==> src/rtl/serializer.sv <==
// Parallel-to-serial link transmitter: MSB-first frame with optional Hamming check bits, plus bit strobe and first-bit marker.
// Latency: first strobe lands CLKS_PER_BIT cycles after the accept edge; a frame occupies FRAME_WIDTH*CLKS_PER_BIT cycles.
// Backpressure: ready_o is high only in IDLE; valid_i and data_i are ignored for the whole frame.
module serializer #(
   parameter int DATA_WIDTH   = 8,
   parameter int HAS_ECC      = 0,
   parameter int CLKS_PER_BIT = 1
) (
   input  logic                  clk_i,
   input  logic                  rst_i,
   input  logic [DATA_WIDTH-1:0] data_i,
   input  logic                  valid_i,
   output logic                  ready_o,
   output logic                  serial_out_o,
   output logic                  enable_o,
   output logic                  start_o,
   output logic                  busy_o
);

   // Smallest r with 2^r >= DATA_WIDTH + r + 1 (Hamming check-bit count).
   function automatic int calc_code_bits(input int dw);
      int r;
      r = 1;
      while ((1 << r) < dw + r + 1) r++;
      return r;
   endfunction

   localparam int CODE_BITS   = calc_code_bits(DATA_WIDTH);
   localparam int FRAME_WIDTH = (HAS_ECC != 0) ? DATA_WIDTH + CODE_BITS : DATA_WIDTH;
   localparam int CNT_W       = $clog2(FRAME_WIDTH + 1);
   localparam int DIV_W       = (CLKS_PER_BIT > 1) ? $clog2(CLKS_PER_BIT) : 1;

   localparam logic [DIV_W-1:0] DIV_LAST = DIV_W'(CLKS_PER_BIT - 1);
   localparam logic [CNT_W-1:0] CNT_LAST = CNT_W'(FRAME_WIDTH - 1);

   // Data bits fill the non-power-of-two codeword positions (1-based) in
   // ascending order starting with d[0]; check bit k covers every position
   // whose index has bit k set.
   function automatic logic [CODE_BITS-1:0] calc_parity(input logic [DATA_WIDTH-1:0] d);
      logic [CODE_BITS-1:0] p;
      int                   di;
      p  = '0;
      di = 0;
      for (int pos = 3; pos <= DATA_WIDTH + CODE_BITS; pos++) begin
         if ((pos & (pos - 1)) != 0) begin
            for (int k = 0; k < CODE_BITS; k++) begin
               if (((pos >> k) & 1) != 0) p[k] = p[k] ^ d[di];
            end
            di++;
         end
      end
      return p;
   endfunction

   typedef enum logic {IDLE, SEND} state_t;

   state_t                 state;
   logic [FRAME_WIDTH-1:0] frame;
   logic [FRAME_WIDTH-1:0] shift_q;
   logic [DIV_W-1:0]       div_q;
   logic [CNT_W-1:0]       cnt_q;
   logic                   strobe;

   // Frame layout: data MSB first, check bits (high to low) trailing.
   generate
      if (HAS_ECC != 0) begin : g_ecc
         assign frame = {data_i, calc_parity(data_i)};
      end else begin : g_plain
         assign frame = data_i;
      end
   endgenerate

   // Last divider cycle of a bit is the one the receiver samples on.
   assign strobe = (state == SEND) && (div_q == DIV_LAST);

   // Accept in IDLE, then pace the shift register out one bit per divider period.
   always_ff @(posedge clk_i or posedge rst_i) begin
      if (rst_i) begin
         state   <= IDLE;
         shift_q <= '0;
         div_q   <= '0;
         cnt_q   <= '0;
      end else begin
         case (state)
            IDLE: begin
               if (valid_i) begin
                  shift_q <= frame;
                  div_q   <= '0;
                  cnt_q   <= '0;
                  state   <= SEND;
               end
            end
            SEND: begin
               if (div_q == DIV_LAST) begin
                  div_q   <= '0;
                  shift_q <= {shift_q[FRAME_WIDTH-2:0], 1'b0};
                  cnt_q   <= cnt_q + 1'b1;
                  if (cnt_q == CNT_LAST) state <= IDLE;
               end else begin
                  div_q <= div_q + 1'b1;
               end
            end
            default: state <= IDLE;
         endcase
      end
   end

   // All outputs decode registered state only, so reset clears them at once.
   assign ready_o      = (state == IDLE);
   assign busy_o       = (state == SEND);
   assign serial_out_o = (state == SEND) && shift_q[FRAME_WIDTH-1];
   assign enable_o     = strobe;
   assign start_o      = strobe && (cnt_q == '0);

endmodule

==> config.mk <==
export PLATFORM = sky130hd
export DESIGN_NAME = serializer
export DESIGN_NICKNAME = d
export VERILOG_FILES = /design/src/rtl/serializer.sv
export SDC_FILE = /design/constraint.sdc
export NUM_CORES = 1
export LEC_CHECK = 0
export BUFFER_PORTS_ARGS = -buffer_cell sky130_fd_sc_hd__buf_4
export CAP_MARGIN = 10
export CORE_MARGIN = 5
export CORE_UTILIZATION = 26
export DETAILED_ROUTE_END_ITERATION = 16
export PLACE_DENSITY = 0.58
export SLEW_MARGIN = 15
export SYNTH_ARGS = -nofsm -noshare
export SYNTH_HDL_FRONTEND = slang
export SYNTH_SLANG_ARGS = --single-unit
==> constraint.sdc <==
create_clock -name clk_i -period 1.2 [get_ports clk_i]
set_clock_uncertainty 0.2 [all_clocks]
set_input_delay 0.24 -clock clk_i [delete_from_list [all_inputs] [get_ports clk_i]]
set_output_delay 0.24 -clock clk_i [all_outputs]
set_load 0.005 [all_outputs]
==> flow_summary.yaml <==
placed_design:
  dp_hpwl_um: 1010
  portBuffers: 15
  placed_area_um2: 842
  routabilityCongestion: 0.832
logic_synthesis:
  synth_adder_area_share_pct: 3.98
  ys_types: 18
  synthFlopType: "dfrtp_1"
  syn-num-nets: 76
  synthTopCellsByArea: "dfrtp_1 52%, mux2i_1 13%, o21ai_0 8.8%"
  syn_area_um2: 628
  synthSimpleGateAreaFrac_pct: 12.4
  syn_avg_cell_area_um2: 9.97
  synth_top_cell_area_share_pct: 51.8
  ys_warn_count: 0
  async_flop_share_pct: 100
  synth_top_family_by_area: "multiplexers"
  synth-compound-area-share_pct: 12.2
  synth_edf_count: 0
  yosysMostFrequentCell: "dfrtp_1"
  ys_ff_latch: 13
  ys_seq_area_share_pct: 51.8
  synth_mux_area_share_pct: 12.7
  syn_inst: 63
  yosys.area.top_type: "dfrtp_1"
  synth_xor_area_share_pct: 0
  synth_common_cells: "13 x dfrtp_1, 11 x o21ai_0, 10 x nand2_1"
pwr:
  peakVddDrop_mv: 1.12
  p_comb_share_pct: 59.6
  p_switching_uw: 934
  power_uw: 2560
  switching_share_pct: 36.6
  p_int_uw: 1620
  clkPwrFrac_pct: 10.8
  p_leak_uw: 0.000505
  p_seq_share_pct: 29.7
  p_per_area_mw_per_mm2: 2370
routing:
  detail_route.iter0.violations: 8
  viasPerCell: 4.49
  drc: 0
  totalWireLength_um: 1640
  dr_total_vias: 557
  routedWlPerCell_um: 13.2
  drt_pre_antenna_iters: 4
  drtAntennaViolNets: 0
layout:
  final_area_mm2: 0.00108
  drive_above_1_share_pct: 57.3
  syn2layout_area_growth_pct: 71.9
  final_nets: 110
  diodes: 0
setup_path:
  critPathKind: "flop to primary output"
  required_ns: 0.76
  worstSetupStartpointType: "flop"
  crit_arrival_ns: 1.19
  worst-path-max-fanout: 2
  end_kind: "primary output"
sta:
  period_share_pct: 136
  rsz0062_at_grt: "yes"
  period_minus_slack_ns: 1.63
  setup-violations-final: 16
  drv_slew: 0
  hold_violations: 0
  worst_slack_ns: -0.426
  max_freq_ghz: 0.615
  worst_pin_slew_ns: 0.255
  max-slew-margin-rel_pct: 82.5
clock_network:
  clock_sinks: 13
  cts_tree: "built"
  clk_transition_reported_paths_ns: 0.08
  cts_buffers: 3
  clk_latency_ns: 0.28
  cts_buffer_depth: 2
  cts_root_buf: "clkbuf_4"
  htreeDepth: 1
die:
  row_count: 17
  die_x_um: 59.2
  initial_core_util_pct: 27.9
  io_pins: 16
  core_area_mm2: 0.00225
  dieHeight_um: 59.2
  die-area_mm2: 0.00350
run:
  cap_violations: 0
global_routing:
  overflow: 0
  grt_antenna_before_repair: 0
  grt_use_total_pct: 10.0
  grt_pass1_wl_um: 2560
  grt_max_degree: 14
  grt_pass1_vias: 571
hold_path:
  hold_class: "input port to flop"
outcome:
  status: "finished with violations"
  violations: "negative setup slack"
==> layout by cell type (no fill, tap or decap), drive strengths merged <==
| cell | Yosys | final |
|---|---|---|
| mux2i | 8 | 8 |
| and2 | 1 | 1 |
| or3 | 1 | 1 |
| inv | 5 | 5 |
| o31ai | 1 | 1 |
| a41oi | 1 | 1 |
| a21oi | 1 | 1 |
| buf | 4 | 31 |
| dfrtp | 13 | 13 |
| dlygate4sd3 | 0 | 1 |
| nor2b | 1 | 1 |
| o21ai | 11 | 11 |
| nand2 | 10 | 10 |
| nor4b | 1 | 1 |
| clkbuf | 0 | 5 |
| nor2 | 2 | 2 |
| nand3 | 1 | 1 |
| ha | 2 | 2 |
==> through the flow <==
step                setup TNS [ns]  util, %  setup WS, ns  hold WS [ns]  std cells
finish                       -2.60     47.9        -0.426        0.0449        124
global route                 -3.39     47.9        -0.520        0.0386        124
CTS                          -2.49     44.5        -0.417        0.0345        123
detailed placement          -0.243     37.3        -0.121        0.0328        112
global placement            -0.224     37.3        -0.120        0.0306        112
floorplan                 -0.00165        -      -0.00165       -0.0831         63
==> path summary, 6_finish.rpt <==
path,start,endpoint,slack (ns),cells past startpoint
worst max register to register,busy_o$_DFF_PP0_,cnt_q[1]$_DFFE_PP0P_,-0.20,4
min in group asynchronous,rst_i,cnt_q[1]$_DFFE_PP0P_,0.30,4
worst min-delay path,data_i[3],shift_q[3]$_DFFE_PP0P_,0.04,3
max in group asynchronous,rst_i,busy_o$_DFF_PP0_,0.35,4
worst max-delay path,cnt_q[0]$_DFFE_PP0P_,start_o,-0.43,4
worst min register to register,shift_q[5]$_DFFE_PP0P_,shift_q[6]$_DFFE_PP0P_,0.30,2
==> cell type report <==
| cell class | instances | area [um^2] |
|---|---|---|
| clock buffer | 4 | 26.3 |
| sequential | 13 | 327 |
| fill | 214 | 1170 |
| timing repair buffer | 33 | 314 |
| multi-input combinational | 41 | 357 |
| inverter | 5 | 21.3 |
| tap | 28 | 35.0 |
==> logic make-up after synthesis <==
family	Yosys count
mux	8
compound gates	14
flops	13
fa+ha+maj	2
simple gates	17
buf+inv	9
==> registers in the layout, indices dropped and copies added (netlist names) <==
register and cells:
busy_o 1, shift_q 8, cnt_q 4
==> power groups by stage <==
stage                     Combinational (uW)  Clock, uW  Sequential (uW)
after global placement                   830          0              728
final                                   1520        275              758
after floorplan                          455          0              731
after global routing                    1660        319              778
after detailed placement                 838          0              738
after CTS                               1230        282              740
==> metal layers <==
| layer | vias to the layer above | wire, um | GRT usage [%] |
|---|---|---|---|
| met2 | 16 | 822 | 17.2 |
| met4 | 0 | 44 | 4.85 |
| met5 | - | 0 | 0 |
| met3 | 4 | 98 | 3.92 |
| met1 | 260 | 670 | 10.7 |
| li1 | 277 | - | - |
==> worst max-delay path, stage by stage (launching register included) <==
cell,delay [ns]
dfrtp_1,0.41
inv_2,0.08
ha_4,0.12
nor4b_4,0.16
buf_4,0.14
==> repair_timing <==
action	CTS	global route
endpoints found under the hold margin	13	0
pin swaps	4	2
cloned	0	1
buffers inserted	7	2
hold buffers	1	0
setup endpoints to repair	8	18
gates resized for setup	25	21
No activity file was read; power rests on OpenSTA's default activity.
